$ cat src/rtl/tt_seq_pkg.sv
// Shared definitions for the add sequencer: FSM state encoding, the 2-bit
// opcode values carried on uio_in[2:1], and the bit positions used when
// decoding uio_in and assembling uio_out.
package tt_seq_pkg;

  typedef enum logic [1:0] {
    ST_IDLE   = 2'd0,
    ST_GET_B  = 2'd1,
    ST_EXEC   = 2'd2,
    ST_RESULT = 2'd3
  } state_t;

  localparam logic [1:0] OP_ADD = 2'b00;
  localparam logic [1:0] OP_SUB = 2'b01;
  localparam logic [1:0] OP_NOT = 2'b10;
  localparam logic [1:0] OP_ACC = 2'b11;

  // uio_in control bits
  localparam int UIO_IN_VALID = 0;
  localparam int UIO_OP_LSB   = 1;
  localparam int UIO_OP_MSB   = 2;
  localparam int UIO_RES_ACK  = 3;

  // uio_out status bits
  localparam int UIO_IN_READY  = 4;
  localparam int UIO_RES_VALID = 5;
  localparam int UIO_CARRY     = 6;
  localparam int UIO_BUSY      = 7;

  localparam logic [7:0] UIO_OE_MASK = 8'hF0;

endpackage

$ cat src/rtl/tt_alu_core.sv
// Combinational arithmetic core for the add sequencer.
// Ports:
//   op     - 2-bit opcode (ADD, SUB, NOT, ACC)
//   a, b   - captured operands
//   acc    - current accumulator value
//   result - low 8 bits of the operation
//   carry  - adder bit 8 for ADD/ACC, no-borrow flag for SUB, 0 for NOT
module tt_alu_core
  import tt_seq_pkg::*;
(
  input  logic [1:0] op,
  input  logic [7:0] a,
  input  logic [7:0] b,
  input  logic [7:0] acc,
  output logic [7:0] result,
  output logic       carry
);

  logic [7:0] opnd_x;
  logic [7:0] opnd_y;
  logic       carry_in;
  logic [8:0] sum;

  // One 9-bit adder serves every arithmetic op; only the operand muxes
  // change. SUB is done as A + ~B + 1, so bit 8 reads as "no borrow".
  always_comb begin
    opnd_x   = a;
    opnd_y   = b;
    carry_in = 1'b0;
    case (op)
      OP_SUB: begin
        opnd_y   = ~b;
        carry_in = 1'b1;
      end
      OP_ACC: begin
        opnd_x = acc;
        opnd_y = a;
      end
      default: ;
    endcase
  end

  assign sum = {1'b0, opnd_x} + {1'b0, opnd_y} + {8'd0, carry_in};

  // NOT skips the adder entirely and never reports a carry.
  always_comb begin
    result = sum[7:0];
    carry  = sum[8];
    if (op == OP_NOT) begin
      result = ~a;
      carry  = 1'b0;
    end
  end

endmodule

$ cat src/rtl/tt_add_sequencer.sv
// Byte-serial add/sub/not/accumulate sequencer.
// Operand A (and B for ADD/SUB) arrive on ui_in under an in_valid handshake;
// the result is presented on uo_out with carry until res_ack.
// Ports:
//   clk, rst_n - clock and asynchronous active-low reset
//   ena        - global enable; low freezes everything
//   ui_in      - operand byte
//   uio_in     - [0] in_valid, [2:1] op, [3] res_ack
//   uo_out     - result register
//   uio_out    - [4] in_ready, [5] res_valid, [6] carry, [7] busy
//   uio_oe     - constant 8'hF0 (upper nibble driven)
module tt_add_sequencer
  import tt_seq_pkg::*;
(
  input  logic       clk,
  input  logic       rst_n,
  input  logic       ena,
  input  logic [7:0] ui_in,
  input  logic [7:0] uio_in,
  output logic [7:0] uo_out,
  output logic [7:0] uio_out,
  output logic [7:0] uio_oe
);

  state_t     state;
  state_t     state_next;
  logic [7:0] a_reg;
  logic [7:0] b_reg;
  logic [7:0] acc_reg;
  logic [7:0] result_reg;
  logic [1:0] op_reg;
  logic       carry_reg;
  logic       capture_a;
  logic       capture_b;
  logic       do_exec;
  logic       in_valid;
  logic       res_ack;
  logic [1:0] op_in;
  logic [7:0] alu_result;
  logic       alu_carry;
  logic       unused_uio_in;

  assign in_valid      = uio_in[UIO_IN_VALID];
  assign op_in         = uio_in[UIO_OP_MSB:UIO_OP_LSB];
  assign res_ack       = uio_in[UIO_RES_ACK];
  assign unused_uio_in = ^uio_in[7:4];

  always_ff @(posedge clk or negedge rst_n) begin
    if (!rst_n) begin
      state <= ST_IDLE;
    end else if (ena) begin
      state <= state_next;
    end
  end

  // Next-state plus the one-cycle load strobes for the datapath registers.
  // The opcode is only taken in IDLE, so GET_B ignores uio_in[2:1].
  always_comb begin
    state_next = state;
    capture_a  = 1'b0;
    capture_b  = 1'b0;
    do_exec    = 1'b0;
    case (state)
      ST_IDLE: begin
        if (in_valid) begin
          capture_a = 1'b1;
          if ((op_in == OP_ADD) || (op_in == OP_SUB)) begin
            state_next = ST_GET_B;
          end else begin
            state_next = ST_EXEC;
          end
        end
      end
      ST_GET_B: begin
        if (in_valid) begin
          capture_b  = 1'b1;
          state_next = ST_EXEC;
        end
      end
      ST_EXEC: begin
        do_exec    = 1'b1;
        state_next = ST_RESULT;
      end
      ST_RESULT: begin
        if (res_ack) begin
          state_next = ST_IDLE;
        end
      end
      default: state_next = ST_IDLE;
    endcase
  end

  tt_alu_core u_alu (
    .op     (op_reg),
    .a      (a_reg),
    .b      (b_reg),
    .acc    (acc_reg),
    .result (alu_result),
    .carry  (alu_carry)
  );

  // Operand, accumulator and result registers. The result and carry only
  // change in EXEC, so they stay put through RESULT and back in IDLE.
  always_ff @(posedge clk or negedge rst_n) begin
    if (!rst_n) begin
      a_reg      <= 8'h00;
      b_reg      <= 8'h00;
      acc_reg    <= 8'h00;
      result_reg <= 8'h00;
      op_reg     <= OP_ADD;
      carry_reg  <= 1'b0;
    end else if (ena) begin
      if (capture_a) begin
        a_reg  <= ui_in;
        op_reg <= op_in;
      end
      if (capture_b) begin
        b_reg <= ui_in;
      end
      if (do_exec) begin
        result_reg <= alu_result;
        carry_reg  <= alu_carry;
        if (op_reg == OP_ACC) begin
          acc_reg <= alu_result;
        end
      end
    end
  end

  assign uo_out = result_reg;
  assign uio_oe = UIO_OE_MASK;

  always_comb begin
    uio_out                = 8'h00;
    uio_out[UIO_IN_READY]  = (state == ST_IDLE) || (state == ST_GET_B);
    uio_out[UIO_RES_VALID] = (state == ST_RESULT);
    uio_out[UIO_CARRY]     = carry_reg;
    uio_out[UIO_BUSY]      = (state != ST_IDLE);
  end

endmodule

$ cat config.mk
export PLATFORM = sky130hd
export DESIGN_NAME = tt_add_sequencer
export DESIGN_NICKNAME = d
export VERILOG_FILES = /design/src/rtl/tt_seq_pkg.sv /design/src/rtl/tt_alu_core.sv /design/src/rtl/tt_add_sequencer.sv
export SDC_FILE = /design/constraint.sdc
export NUM_CORES = 1
export LEC_CHECK = 0
export CORE_MARGIN = 2
export CORE_UTILIZATION = 52
export DETAILED_ROUTE_END_ITERATION = 6
export PLACE_DENSITY_LB_ADDON = 0.15
export RECOVER_POWER = 100
export SYNTH_ARGS = -nofsm -noshare
export SYNTH_HDL_FRONTEND = slang
export SYNTH_SLANG_ARGS = --single-unit
$ cat constraint.sdc
create_clock -name clk -period 4 [get_ports clk]
set_input_delay 1 -clock clk [delete_from_list [all_inputs] [get_ports clk]]
set_output_delay 1 -clock clk [all_outputs]
set_load 0.02 [all_outputs]
==> metrics.txt <==
Post-Route WL 4.18 mm; Slew HR -29.3%; library cells used by synthesis 36; clock skew 4.25 ps; Max FO, Critical Path 8; Final setup viols 0; Design Area, Final 0.00259 mm^2; worst setup margin 934 ps; chip width 70.1 um; via count 1655; CTS root buf clkbuf_8; wire per inst 13.4 um; Clock Sinks 37; leakage power 1.17 nW; global-route wire length before repair 7.43 mm; drt pass-1 iters 4; GRT Residual Overflow 0; number of setup buffers added after CTS 0; buffer depth of the longest clock path 2; Num CTS Buffers 5; post-synthesis sequential area ratio 40.8%; initial core utilization 52.9%; vias per cell 5.30; Synth async-reset ratio 100%; mux cell area share after synthesis 15.2%; CP startpoint kind flip-flop; Routability Congestion 0.853; antenna cells 0; register area 926 um^2; MaxCap Viol Count 1; Multi-input gate area 0.00120 mm^2; YS warnings 0; Util after Layout 60.3%; Die ar. 0.00491 mm^2; Slew Limit Fails 38; Port Buf Inserts 26; vias in the first global route 1616; # fillers 396; area post-placement 0.00250 mm^2; share of cells above drive strength 1 15.0%; Std-Cell Rows 24; clock transition at the registers of the reported paths 70 ps; Setup CP Type reg2reg; slowest stage delay, CP 390 ps; GRT Total Usage 19.0%; failing checks max-capacitance violations, max-slew violations; Worst Path Required 4170 ps; Post-Syn Area 0.00227 mm^2; fmax 326 MHz; simple-gate area share of the yosys netlist 12.6%; TNS Setup 0 ps; Tmin final 3070 ps; Seq cells post-synth 37; Final Power 2.58 mW; CP Cell Sequence nand2_1, mux2_2, ha_1, and3b_1, nor2_1, fa_1, nand2b_1, a21oi_1, o21a_1, nor3_1, o41ai_1; antenna-violating nets left 0; die height 70.1 um; RSZ-0062 raised after global routing false; Synth Flop Type dfrtp_1; final hold violations 0; post-synthesis cell count 237; largest family of logic cells by synthesized area multiplexers; number of synthesized flops with an enable pin 0; XOR/XNOR Fraction of Synth Area 1.16%; Worst-Skew Late Latency 290 ps; complex-gate fraction of the synthesized area 14.8%; Post-CTS Hold Fix Bufs 0; Adder-Cell Fraction of Synth Area 7.49%; status finished with violations; DRC viols 0; post-CTS sizing 0; clock tree from TritonCTS yes; Final #Nets 292; Tcrit/Tclk final 76.7%; CP arrival 3240 ps; DP Worst Slack 906 ps; Crit-path slowest cell mux2_2; post-DP HPWL 3.16 mm; initial DRC count 73; Area Growth Syn to Fin 13.9%; H-tree depth 2; I/O Pins 43; worst hold path class reg2reg; initial antenna violation count 0; Peak VDD IR 0.435 mV; CP endpoint kind flip-flop; pin count of the biggest net entering global routing 38; PwrDens 999 mW/mm^2; synthesized area per cell 9.58 um^2; core area 0.00429 mm^2; Tightest Pin Transition 1940 ps
-- area by class of cell --
type | instances | area share, %
clock buffers | 6 | 3.19
multi-input cells | 179 | 46.5
inverters | 9 | 1.31
clock inverters | 1 | 0.290
repair buffers | 28 | 10.4
flip-flops and latches | 37 | 35.8
well taps | 52 | 2.51
-- per-layer routing --
| metal | vias up | wire [um] | GRT usage (%) | share of wire, % |
|---|---|---|---|---|
| met3 | 5 | 170 | 3.90 | 4.1 |
| met4 | 0 | 51 | 5.77 | 1.2 |
| met2 | 38 | 1880 | 31.0 | 45 |
| met1 | 755 | 2070 | 25.7 | 50 |
| met5 | - | 0 | 0 | 0 |
| li1 | 857 | - | - | - |
-- through the flow --
stage / instances / hold WS (ps)
finish: 312 / 465
global route: 312 / 506
CTS: 312 / 478
detailed placement: 305 / 462
global placement: 305 / 451
floorplan: 247 / 439
-- placed cells by master, fill, tap and decap left out, drive strengths merged, types with 3 or more instances in the layout --
cell / instances
o21a: 4
mux2: 28
dfrtp: 37
conb: 12
ha: 12
nand2: 18
clkbuf: 7
clkdlybuf4s50: 11
nor2: 24
a21oi: 19
mux2i: 3
nor3: 3
a31oi: 5
nand3: 7
inv: 9
or3: 3
dlygate4sd3: 14
o21ai: 18
nand2b: 3
-- worst paths after layout --
kind | startpoint | end | slack, ps | cells past startpoint
min in group asynchronous | rst_n | b_reg[0] | 1240 | 1
max in group asynchronous | rst_n | uo_out[0] | 1640 | 1
setup / recovery | op_reg[0] | acc_reg[6] | 930 | 11
hold / removal | uo_out[1] | uo_out[1] | 470 | 2
hold reg to reg | uo_out[1] | uo_out[1] | 470 | 2
setup reg to reg | op_reg[0] | acc_reg[6] | 930 | 11
-- logic make-up (layout without fill, tap and decap cells) --
family	Yosys count	after routing
buf+inv	31	44
fa+ha+maj	13	13
flops	37	37
compound gates	56	56
other cells	2	12
simple gates	64	64
xor+xnor	3	3
mux	31	31
-- worst max-delay path, delay by kind of cell, from the launching register on --
family | cells | cell delay (ps)
muxes | 1 | 390
AOI/OAI and AO/OA | 3 | 660
and+or+nand+nor | 5 | 790
DFF | 1 | 380
adders and majority gates | 2 | 730
-- cells in the mapped netlist, drive strengths merged, types with 3 or more instances --
cell type	count	area, um^2
or3	3	18.8
a21oi	19	95.1
ha	12	150
dfrtp	37	926
inv	9	33.8
mux2	28	315
o21a	4	30.0
nand3	7	35.0
o21ai	18	90.1
nor3	3	15.0
clkbuf	5	18.8
a31oi	5	31.3
mux2i	3	30.0
nand2b	3	18.8
nor2	24	90.1
nand2	18	67.6
buf	17	120
-- power by group --
group | internal [mW] | switching (mW) | total (mW) | leakage [nW]
Sequential | 0.555 | 0.130 | 0.685 | 0.453
Combinational | 0.740 | 0.893 | 1.63 | 0.675
Clock | 0.136 | 0.130 | 0.266 | 0.0433
(Power assumes the default switching activity.)
